[src/rtl/hazard_scoreboard.sv]
// hazard_scoreboard: Tuse/Tnew hazard controller for the pipelined MIPS core.
// Tracks in-flight writers one entry per stage after D and derives the D-stage
// stall, the D-stage forwarding selects and the mult/div busy interlock.
module hazard_scoreboard #(
    parameter int STAGES   = 3,
    parameter int TW       = 2,
    parameter int MULT_LAT = 5,
    parameter int DIV_LAT  = 10,
    localparam int SW      = $clog2(STAGES + 1)
) (
    input  logic          clk,
    input  logic          reset,
    input  logic          d_valid,
    input  logic [4:0]    d_r_use1,
    input  logic [4:0]    d_r_use2,
    input  logic [TW-1:0] d_t_use1,
    input  logic [TW-1:0] d_t_use2,
    input  logic [4:0]    d_r_new,
    input  logic [TW-1:0] d_t_new,
    input  logic          d_md_start,
    input  logic          d_md_div,
    input  logic          d_md_use,
    output logic          stall,
    output logic [SW-1:0] fwd_sel1,
    output logic [SW-1:0] fwd_sel2,
    output logic          md_busy
);

    localparam int MAX_LAT = (DIV_LAT > MULT_LAT) ? DIV_LAT : MULT_LAT;
    localparam int CW      = $clog2(MAX_LAT + 1);

    // Index 0 is stage 1 (E); index STAGES-1 is the oldest tracked stage.
    logic [4:0]    r_new_q [STAGES];
    logic [TW-1:0] t_new_q [STAGES];
    logic [CW-1:0] md_cnt;
    logic          accept;
    logic          hazard;
    logic [SW-1:0] cand1, cand2;
    logic          rdy1, rdy2;

    assign md_busy = (md_cnt != '0);
    assign accept  = d_valid & ~stall;

    // Stall when any tracked writer of a source is later than its consumer, or on HI/LO use while busy.
    always_comb begin
        hazard = 1'b0;
        for (int k = 0; k < STAGES; k++) begin
            if ((d_r_use1 != 5'd0) && (d_r_use1 == r_new_q[k]) && (t_new_q[k] > d_t_use1))
                hazard = 1'b1;
            if ((d_r_use2 != 5'd0) && (d_r_use2 == r_new_q[k]) && (t_new_q[k] > d_t_use2))
                hazard = 1'b1;
        end
        stall = d_valid & (hazard | (d_md_use & md_busy));
    end

    // Forward from the youngest matching writer only, and only once its result exists.
    always_comb begin
        cand1 = '0;
        cand2 = '0;
        rdy1  = 1'b0;
        rdy2  = 1'b0;
        // Walk oldest to youngest so the youngest match overwrites older ones.
        for (int k = STAGES - 1; k >= 0; k--) begin
            if ((d_r_use1 != 5'd0) && (d_r_use1 == r_new_q[k])) begin
                cand1 = SW'(k + 1);
                rdy1  = (t_new_q[k] == '0);
            end
            if ((d_r_use2 != 5'd0) && (d_r_use2 == r_new_q[k])) begin
                cand2 = SW'(k + 1);
                rdy2  = (t_new_q[k] == '0);
            end
        end
        fwd_sel1 = rdy1 ? cand1 : '0;
        fwd_sel2 = rdy2 ? cand2 : '0;
    end

    // Writer shift register: advances every cycle, ageing t_new toward zero.
    always_ff @(posedge clk) begin
        if (reset) begin
            for (int k = 0; k < STAGES; k++) begin
                r_new_q[k] <= '0;
                t_new_q[k] <= '0;
            end
        end else begin
            r_new_q[0] <= accept ? d_r_new : 5'd0;
            t_new_q[0] <= accept ? d_t_new : '0;
            for (int k = 1; k < STAGES; k++) begin
                r_new_q[k] <= r_new_q[k-1];
                t_new_q[k] <= (t_new_q[k-1] != '0) ? t_new_q[k-1] - TW'(1) : '0;
            end
        end
    end

    // Mult/div busy down-counter, loaded on an accepted start.
    always_ff @(posedge clk) begin
        if (reset) begin
            md_cnt <= '0;
        end else if (accept && d_md_start) begin
            md_cnt <= d_md_div ? CW'(DIV_LAT) : CW'(MULT_LAT);
        end else if (md_cnt != '0) begin
            md_cnt <= md_cnt - CW'(1);
        end
    end

endmodule

[config.mk]
export PLATFORM = sky130hd
export DESIGN_NAME = hazard_scoreboard
export DESIGN_NICKNAME = d
export VERILOG_FILES = /design/src/rtl/hazard_scoreboard.sv
export SDC_FILE = /design/constraint.sdc
export NUM_CORES = 1
export LEC_CHECK = 0
export CORE_MARGIN = 3
export CORE_UTILIZATION = 57
export CTS_BUF_LIST = sky130_fd_sc_hd__clkbuf_4 sky130_fd_sc_hd__clkbuf_8
export DETAILED_ROUTE_END_ITERATION = 8
export PLACE_DENSITY = 0.87
export SLEW_MARGIN = 15
export SYNTH_ARGS = -nofsm -noshare
export SYNTH_HDL_FRONTEND = slang
export SYNTH_SLANG_ARGS = --single-unit
export TNS_END_PERCENT = 100
[constraint.sdc]
create_clock -name clk -period 5.3 [get_ports clk]
set_clock_uncertainty 0.1 [all_clocks]
set_input_delay 1.06 -clock clk [delete_from_list [all_inputs] [get_ports clk]]
set_output_delay 1.06 -clock clk [all_outputs]
set_load 0.02 [all_outputs]
==> impl_metrics.ini, run 1 <==
[die]
initial_core_util_pct = 62.7
dieArea_sq_mm = 0.00353
die-height_microns = 59.4
top_level_ports = 33
design.core.area_sq_mm = 0.00259
core.rowCount = 18
die_x_microns = 59.4

[timing]
min_setup_slack_post_route_ps = 440
max_slew.worst_pin.slew_ps = 791
worst_slew_margin_rel_pct = 47.1
timing.final.setup_violations = 0
whs_ps = 342
finalCriticalPeriod_ps = 4860
rsz0062_at_grt = false
max_freq_mhz = 206
finalSetupTns_ps = 0
timing.final.hold_violations = 0
period_share_pct = 91.7
drv_slew = 0

[layout]
antenna_cells_inserted = 0
fin_util_pct = 77.4
final_net_count = 259
final_layout_size_suffix_gt1_share_pct = 5.58
areaGrowthSynthToFinish_pct = 23.4
seqCellArea_sq_um = 500
fillerInstances = 185
multiInputGateArea_sq_mm = 0.00102

[pwr]
power_density_over_the_cells_mw_per_mm2 = 281
leakage_nw = 0.811
vdd.ir_drop.worst_uv = 308

[clocking]
post_cts_resize_count = 0
htreeDepth = 1
worst_setup_hold_path_clk_slew_ps = 140
clk-insertion-delay-late_ps = 310
cts-root-to-sink-buffers = 2
cts.sink_count = 25
tritoncts = built
postCtsSetupBuffers = 0
holdBufCountCts = 0
cts_inserted_buffers = 3
root_driver = clkbuf_4

[worst_setup_path]
r2r_cells = 6
worst_r2r_dst = md_cnt[1]
worstPathArrival_ps = 3700
critical_path.most_common_cell = clkdlybuf4s50_1
flop_to_flop_setup_slack_ps = 3090
worst-path-max-fanout = 4
max_stage_delay_ps = 610
critical_path_buf_inv_count = 2
worst_path_max_delay_cell = or4_1
setup.worst_path.end_class = output port
cp_cell_sequence = clkdlybuf4s50_1, or4_1, o211ai_1, or2_2, nand3_1, a21oi_1, a32o_1, clkdlybuf4s50_1
worstPathRequired_ps = 4140
start_kind = primary input
path_class = primary input to output port
regToRegStartpoint = r_new_q[0][9]
worst_path_dominant_cell_family = buffers and inverters
critical_path_depth = 8

[status]
run_status = completed

[grt]
grt_antenna_before_repair = 0
overflow = 0
grt_pass1_vias = 1391
grt_first_pass_wirelength_mm = 6.29
grt_max_degree = 22
grt_usage_pct = 23.7

[route]
remaining_number_of_nets_flagged_by_the_antenna_check_after_routing = 0
routed_wire_length_per_instance_microns = 15.7
drt_pass1_iterations = 4
postRouteWirelength_mm = 3.85
vias_per_cell = 5.65
detailedRoute.firstIterationViolations = 46
num_vias = 1385
drt_drc_violations_left = 0

[yosys]
syn_inst_count = 182
synth-seq-cells = 25
ys_warn_count = 0
avgSynthCellArea_sq_um = 8.92
synth_area_sq_mm = 0.00162
ys_seq_area_share_pct = 30.8
synth_nets = 225
ys_types = 31

[place]
place.port_buffers = 32
globalplace.congestion = 0.878
dpl.hpwl_mm = 3.10
place_worst_setup_slack_ps = 489

[min_path]
min-delay-path-class = flop to flop
worstHoldStart = t_new_q[0][0]
timing.hold.worst_path_depth = 1
min_delay_worst_endpoint = t_new_q[0][2]

[flow_run]
maxCapViolCount = 0
worst max-delay path by stage:
stage | startpoint | endpoint | slack, ps
after floorplan | d_r_use1[1] | fwd_sel1[0] | 1330
after global placement | d_r_use1[2] | fwd_sel1[0] | 560
after detailed placement | d_r_use2[2] | stall | 490
after CTS | d_r_use1[1] | fwd_sel1[0] | 480
after global routing | d_r_use1[2] | fwd_sel1[0] | 290
final | d_r_use1[1] | fwd_sel1[0] | 440
layout make-up:
type | instances | area share (%)
clock buffers | 4 | 1.50
multi-input cells | 130 | 51.0
flip-flops and latches | 25 | 25.0
repair buffers | 33 | 16.4
inverters | 23 | 4.31
well taps | 30 | 1.87
stage by stage:
step | instance area [sq um] | power (mW) | cells
2_1_floorplan | 1620 | 0.391 | 182
3_3_place_gp | 1970 | 0.456 | 241
3_5_place_dp | 1970 | 0.471 | 241
4_1_cts | 2000 | 0.562 | 245
5_1_grt | 2000 | 0.597 | 245
6_report | 2000 | 0.563 | 245
placed cells by master (no fill, tap or decap), types with 2 or more instances in the layout:
master / netlist / final
clkdlybuf4s50_1: 0 / 32
xnor2_1: 25 / 25
dfxtp_1: 25 / 25
inv_1: 23 / 23
nor2_1: 18 / 18
ha_1: 16 / 16
nor2b_1: 11 / 11
a21oi_1: 10 / 10
xor2_1: 7 / 7
nor3_1: 6 / 6
nand3_1: 5 / 5
o211ai_1: 5 / 5
mux2_1: 4 / 4
clkbuf_4: 0 / 4
nand2_1: 2 / 2
nor4_1: 2 / 2
or3_1: 2 / 2
a2111oi_1: 2 / 2
a2111oi_0: 2 / 2
cell usage after synthesis, drive strengths merged:
| cell type | count | area share, % |
|---|---|---|
| dfxtp | 25 | 31 |
| xnor2 | 25 | 13 |
| inv | 23 | 5.3 |
| nor2 | 18 | 4.2 |
| ha | 16 | 12 |
| nor2b | 11 | 4.2 |
| a21oi | 10 | 3.1 |
| xor2 | 7 | 3.8 |
| nor3 | 6 | 1.8 |
| o211ai | 6 | 3.1 |
| a2111oi | 5 | 4.0 |
| mux2 | 5 | 3.5 |
| nand3 | 5 | 1.5 |
| clkbuf | 4 | 0.92 |
| nand2 | 2 | 0.46 |
| nor4 | 2 | 0.77 |
| or3 | 2 | 0.77 |
| or4 | 2 | 1.2 |
| a211oi | 1 | 0.46 |
| a21boi | 1 | 0.46 |
| a221oi | 1 | 0.92 |
| a32o | 1 | 0.62 |
| nand4 | 1 | 0.77 |
| nand4b | 1 | 0.54 |
| o211a | 1 | 0.62 |
| or2 | 1 | 0.39 |
per-layer routing:
layer | track usage (%) | wire length, microns | vias to the layer above
met2 | 41.3 | 1880 | 55
met4 | 5.83 | 36 | 0
li1 | - | - | 684
met1 | 31.0 | 1710 | 636
met5 | 0 | 0 | -
met3 | 2.40 | 218 | 10
power breakdown:
| part | leakage (nW) | switching, mW | total [mW] | internal (mW) |
|---|---|---|---|---|
| clock network | 0.0184 | 0.0574 | 0.0919 | 0.0345 |
| logic | 0.589 | 0.123 | 0.239 | 0.116 |
| registers | 0.204 | 0.0203 | 0.232 | 0.212 |
| total | 0.811 | 0.201 | 0.563 | 0.362 |
cell families after synthesis:
family / share of synthesized area [%]
compound gates: 13.3
xor+xnor: 17.3
fa+ha+maj: 12.3
buf+inv: 6.24
flops: 30.8
mux: 3.47
simple gates: 16.6
flip-flops by register name (all words and copies together), names as in the netlist:
name	flops
t_new_q	6
r_new_q	15
md_cnt	4
(Power assumes the default switching activity.)
==> run 2, diff against run 1 <==
- CTS_CLUSTER_SIZE: not set -> 25
==> results of run 2 <==
Same layout as run 1: the final DEF is identical, and so are final timing and power.
